$ cat config.mk
export PLATFORM = sky130hd
export DESIGN_NAME = mux4_arbiter
export DESIGN_NICKNAME = d
export VERILOG_FILES = /design/src/rtl/mux4_arbiter.sv
export SDC_FILE = /design/constraint.sdc
export NUM_CORES = 1
export LEC_CHECK = 0
export CAP_MARGIN = 20
export CORE_ASPECT_RATIO = 1.1
export CORE_MARGIN = 8
export CORE_UTILIZATION = 41
export CTS_BUF_LIST = sky130_fd_sc_hd__clkbuf_16
export DETAILED_ROUTE_END_ITERATION = 7
export PLACE_DENSITY = 0.95
export SYNTH_ARGS = -nofsm -noshare
export SYNTH_HDL_FRONTEND = slang
export SYNTH_SLANG_ARGS = --single-unit
$ cat constraint.sdc
create_clock -name clk -period 3.5 [get_ports clk]
set_input_delay 0.7 -clock clk [delete_from_list [all_inputs] [get_ports clk]]
set_output_delay 0.7 -clock clk [all_outputs]
set_load 0.005 [all_outputs]
$ cat src/rtl/mux4_arbiter.sv
// Round-robin arbiter owning the select of a shared 4:1 lane multiplexer.
// Grants one lane at a time for a burst of up to MAX_BURST transfers on a valid/ready port.
module mux4_arbiter #(
    parameter int DW        = 8,
    parameter int MAX_BURST = 4
) (
    input  logic            clk,
    input  logic            rst_n,
    input  logic [3:0]      req,
    input  logic [4*DW-1:0] in_data,
    input  logic            out_ready,
    output logic            out_valid,
    output logic [DW-1:0]   out_data,
    output logic [1:0]      sel,
    output logic [3:0]      grant,
    output logic            busy
);

    localparam logic [0:0] IDLE  = 1'b0;
    localparam logic [0:0] GRANT = 1'b1;
    localparam logic [3:0] BURST_LIM = 4'(MAX_BURST);

    logic [0:0] state_q, state_d;
    logic [1:0] sel_q,   sel_d;
    logic [3:0] grant_q, grant_d;
    logic [3:0] cnt_q,   cnt_d;
    logic [1:0] last_q,  last_d;
    logic [3:0] cnt_inc_s;
    logic       xfer_s;

    // First requesting lane searching upward from last+1; k=4 wraps back to last itself.
    function automatic logic [1:0] rr_pick(input logic [3:0] r, input logic [1:0] last);
        logic [1:0] pick;
        logic [1:0] idx;
        logic       found;
        pick  = last;
        found = 1'b0;
        for (int k = 1; k <= 4; k++) begin
            idx = last + 2'(k);
            if (!found && r[idx]) begin
                pick  = idx;
                found = 1'b1;
            end
        end
        return pick;
    endfunction

    // Output valid and transfer strobe come straight from the registered select.
    always_comb begin
        out_valid = (state_q == GRANT) && req[sel_q];
        xfer_s    = out_valid && out_ready;
        cnt_inc_s = cnt_q + 4'd1;
    end

    // Shared 4:1 data mux, live in every state.
    always_comb begin
        out_data = in_data[DW-1:0];
        case (sel_q)
            2'd0:    out_data = in_data[0*DW +: DW];
            2'd1:    out_data = in_data[1*DW +: DW];
            2'd2:    out_data = in_data[2*DW +: DW];
            2'd3:    out_data = in_data[3*DW +: DW];
            default: out_data = in_data[0*DW +: DW];
        endcase
    end

    // Next-state logic: arbitration in IDLE, burst accounting and release in GRANT.
    always_comb begin
        state_d = state_q;
        sel_d   = sel_q;
        grant_d = grant_q;
        cnt_d   = cnt_q;
        last_d  = last_q;
        case (state_q)
            IDLE: begin
                if (req != 4'b0000) begin
                    sel_d   = rr_pick(req, last_q);
                    grant_d = 4'b0001 << sel_d;
                    cnt_d   = 4'd0;
                    state_d = GRANT;
                end else begin
                    grant_d = 4'b0000;
                end
            end
            GRANT: begin
                if (!req[sel_q]) begin
                    state_d = IDLE;
                    grant_d = 4'b0000;
                    last_d  = sel_q;
                    cnt_d   = 4'd0;
                end else if (xfer_s) begin
                    if (cnt_inc_s == BURST_LIM) begin
                        state_d = IDLE;
                        grant_d = 4'b0000;
                        last_d  = sel_q;
                        cnt_d   = 4'd0;
                    end else begin
                        cnt_d = cnt_inc_s;
                    end
                end else begin
                    cnt_d = cnt_q;
                end
            end
            default: begin
                state_d = IDLE;
                grant_d = 4'b0000;
                cnt_d   = 4'd0;
            end
        endcase
    end

    // State registers; last resets to lane 3 so lane 0 wins the first arbitration.
    always_ff @(posedge clk or negedge rst_n) begin
        if (!rst_n) begin
            state_q <= IDLE;
            sel_q   <= 2'd0;
            grant_q <= 4'b0000;
            cnt_q   <= 4'd0;
            last_q  <= 2'd3;
        end else begin
            state_q <= state_d;
            sel_q   <= sel_d;
            grant_q <= grant_d;
            cnt_q   <= cnt_d;
            last_q  <= last_d;
        end
    end

    assign sel   = sel_q;
    assign grant = grant_q;
    assign busy  = (state_q == GRANT);

endmodule

* Word-level counts from Yosys, hierarchy flattened *
Index checks and enable logic that the tools add are counted.

word-level totals
  register bits after elaboration = 13
  bits in latches = 0
  memory bits (writable) = 0
  bits in read-only memories = 0
  input bits = 39
  output and inout bits = 16
  logic and storage cells = 83
  memories kept = 0

cells by class
  $add $sub $neg = 4
  $mul = 0
  div/mod/pow operators = 0
  magnitude comparators = 5
  equal/unequal tests = 9
  shift-type cells = 1
  muxes and demuxes = 44
  bitwise operators = 1
  reductions and logical operators = 14

operators by type and width
  cell                   number
  $mux W4                8
  $pmux W8 S4            1
  $mux W1                18
  $mux W2                9
  $pmux W4 S2            2
  $lt A2 B3 Y1 const B   5
  $bmux W1 S2            5
  $reduce_and A2 Y1      3
  $logic_and A1 B1 Y1    5
  $add A2 B2 Y2 const B  2
  $add A4 B1 Y4 const B  1
  $eq A2 B2 Y1 const B   2
  $eq A4 B3 Y1 const B   1
  $ne A2 B2 Y1 const B   2
  $reduce_bool A4 Y1     1
  $shl A1 B2 Y4 const A  1
  $logic_not A1 Y1       3
  $ne A3 B2 Y1 const B   1
  $ne A3 B3 Y1 const B   1
  $reduce_and A3 Y1      1
  $add A2 B1 Y2 const B  1
  $eq A2 B1 Y1 const B   1
  $logic_not A2 Y1       1
  $ne A2 B1 Y1 const B   1
  other kinds (2)        2

* Logic depth before layout (Yosys ltp) *
  depth in word-level cells = 24
  gate-level depth with buffers = 5
  depth with buffers taken out = 5

* Worst setup path after synthesis *
OpenSTA, ideal clock, no wires.

  kind = input-to-output
  start point = input req[3]
  end point = output out_valid
  data arrival time = 1.321 ns
  required time = 2.800 ns
  setup slack = 1.479 ns
  stages = 3
  buffers on the path = 0
  cell sequence = mux4_2 -> nand2_2 -> inv_2

between the ends
  cells in the longest elaborated chain, start to end = 3

ends and longest elaborated chain
  what                           line  RTL
  from (decl)                    9     input logic [3:0] req,
  $bmux W1 S2                    50    out_valid = (state_q == GRANT) && req[sel_q];
  $mux W1 (implied by the code)  50
  $logic_and A1 B1 Y1            50
  to (decl)                      12    output logic out_valid,

No other way between the ends. The select of a mux whose other input is x is not followed.

* Final worst setup path *
Ends and elaborated chain as after synthesis.

==> results_dict.tcl <==
set metrics [dict create \
    drt_iter0_markers 63 \
    cts.htree.levels 1 \
    synth_area_leaders "dfrtp_1 28%, mux4_2 21%, dfstp_2 5.4%" \
    ctsResizeCount 0 \
    critPathArrivalTime_ns 2.38 \
    critPathCaptureType "output port" \
    yosysMostFrequentCell "dfrtp_1" \
    clk-insertion-delay-late_ns 0.24 \
    path_class "in -> out" \
    drive_gt1_share_pct 15.5 \
    initial_utilization_pct 43.0 \
    antenna_found_initial 0 \
    synth_xor_xnor_area_share_pct 0 \
    grt_max_degree 14 \
    cts_setup_buffers 0 \
    status "finished clean" \
    cts_root_buf "clkbuf_16" \
    synth-simple-area-share_pct 14.6 \
    fmax_mhz 324 \
    clockBufferDepth 2 \
    ant_nets 0 \
    ctsHoldBuffers 0 \
    p_clk_share_pct 19.2 \
    p_comb_share_pct 53.2 \
    grt_pass1_wl_um 5200 \
    cts_sinks 13 \
    tightest_slew_ns 0.563 \
    hp-class "reg -> reg" \
    dieArea_mm2 0.00417 \
    core-area_mm2 0.00225 \
    min-delay-start "grant[3]" \
    slew_headroom_pct 62.4 \
    final_nets 184 \
    synth-adder-area-share_pct 2.58 \
    swShare_pct 33.1 \
    diodes 0 \
    skew_ns 0.00499 \
    drc 0 \
    rrSetupSlack_ns 1.62 \
    ys_seq_elements 13 \
    dieHeight_um 67.0 \
    path_max_fanout 8 \
    port_buffers 54 \
    synth_top_cell_area_share_pct 28.4 \
    clk_pin_slew_ns 0.05 \
    cp.required_ns 2.80 \
    r2r-start "sel[0]" \
    grt_overflow 0 \
    syn_avg_cell_area_um2 11.3 \
    switchingPower_mw 0.370 \
    io_pins 55 \
    wl_per_cell_um 19.5 \
    grt_util_met3_pct 6.21 \
    grtUsageTotal_pct 15.9 \
    peakVddDrop_v 0.000579 \
    yosysSeqAreaShare_pct 33.9 \
    numCtsBuffers 3 \
    place_ws_ns 0.460 \
    synth_commonest_cells "11 x dfrtp_1, 9 x mux4_2, 5 x a21oi_1, 5 x nand2b_1" \
    crit_start "req[3]" \
    cts_tree "yes" \
    syn_nets 127 \
    grt_pass1_vias 1018 \
    drt_wl_total_um 3350 \
    start_kind "primary input" \
    setup_tns_ns 0 \
    period_share_pct 88.1 \
    busiest_layer "met2" \
    synth_top_family_by_area "multiplexers" \
    seqPwrFrac_pct 27.6 \
    synth_cells 86 \
    gpl.final_weighted_congestion 0.882 \
    synth_mux_area_share_pct 23.3 \
    synth_area_um2 968 \
    async_flop_share_pct 100 \
    synth_flop_cell "dfrtp_1" \
    synth-compound-area-share_pct 22.5 \
    p_per_area_mw_per_mm2 690 \
    p_int_mw 0.748 \
    hold_viol_final 0 \
    vias 1007 \
    cap_violations 0 \
    rsz0062_at_grt "false" \
    die_w_um 62.3 \
    viasPerCell 5.85 \
    ys_warn_count 0 \
    synth_top_cell_by_area "dfrtp_1" \
    synth-edff-count 0 \
    met1_usage_pct 19.4 \
    rows 18 \
    power.leakage_nw 0.644 \
    dp_hpwl_um 2700 \
    setup_violations 0 \
    maxSlewViolCount 0 \
    layout_setup_ws_ns 0.417 \
    grtUsageMet2_pct 24.3 \
    dr.pass1.iters 4 \
    ys_types 37 \
    period_minus_slack_ns 3.08 \
    areaGrowthSynthToFinish_pct 67.4 \
]
[sequential cells by signal, summed over array words and instances, names as in the netlist]
register,cells
busy,1
cnt_q,4
sel,2
grant,4
last_q,2
[kinds of logic (layout without fill, tap and decap cells)]
kind of cell | after synthesis | count (layout)
adder cells (fa/ha/maj) | 2 | 2
flip-flops | 13 | 13
AND/OR/NAND/NOR | 24 | 24
buffers and inverters | 8 | 64
AO/OA/AOI/OAI | 28 | 28
multiplexers | 11 | 11
[path summary, 6_finish.rpt]
check | end | cells after the start
max in group asynchronous | grant[0] | 1
min in group asynchronous | grant[2] | 1
worst max register to register | cnt_q[2] | 5
worst min-delay path | grant[3] | 1
worst min register to register | grant[3] | 1
worst max-delay path | out_valid | 5
[cells in the final DEF (no fill, tap or decap), types with 2 or more instances in the layout]
master	n
a32o_1	3
clkbuf_16	3
o2bb2ai_1	4
mux4_2	9
nand4_1	2
inv_1	4
nor2_1	4
o21a_1	2
o21ai_0	3
nor4_1	2
a21oi_1	5
mux2_2	2
nand2_1	2
dfrtp_1	11
ha_1	2
clkdlybuf4s50_1	54
a31oi_1	2
nand2b_1	5
dfstp_2	2
nor2b_1	2
[power groups by stage]
stage	registers, mW	logic [mW]	clock network (mW)
finish	0.309	0.595	0.215
global route	0.320	0.639	0.228
CTS	0.309	0.603	0.217
detailed placement	0.309	0.594	0
global placement	0.304	0.577	0
floorplan	0.269	0.330	0
[metal layers]
metal | share of wire (%) | wire, um | vias to the layer above
met1 | 44 | 1470 | 482
met2 | 43 | 1430 | 60
met3 | 12 | 393 | 4
li1 | - | - | 461
met5 | 0 | 0 | -
met4 | 1.5 | 49 | 0
[worst max-delay path, stage by stage]
cell and delay (ns):
clkdlybuf4s50_1 0.49, mux4_2 0.56, nand2_2 0.11, inv_2 0.07
clkdlybuf4s50_1 0.45
[layout make-up]
class	instances	area, um^2
clock inverter	1	5.00
fill	162	631
clock buffer	3	75.1
sequential	13	328
inverter	5	18.8
tap	30	37.5
multi-input combinational	65	609
timing repair buffer	55	548
[stage by stage]
step                total power, mW  utilization, %  cells  area [um^2]  hold WS [ns]
floorplan                     0.598               -     86          968         0.404
global placement              0.882            68.4    168         1540         0.482
detailed placement            0.904            68.4    168         1540         0.481
CTS                            1.13            72.0    172         1620         0.500
global route                   1.19            72.0    172         1620         0.518
finish                         1.12            72.0    172         1620         0.499
No activity file was read; power rests on OpenSTA's default activity.
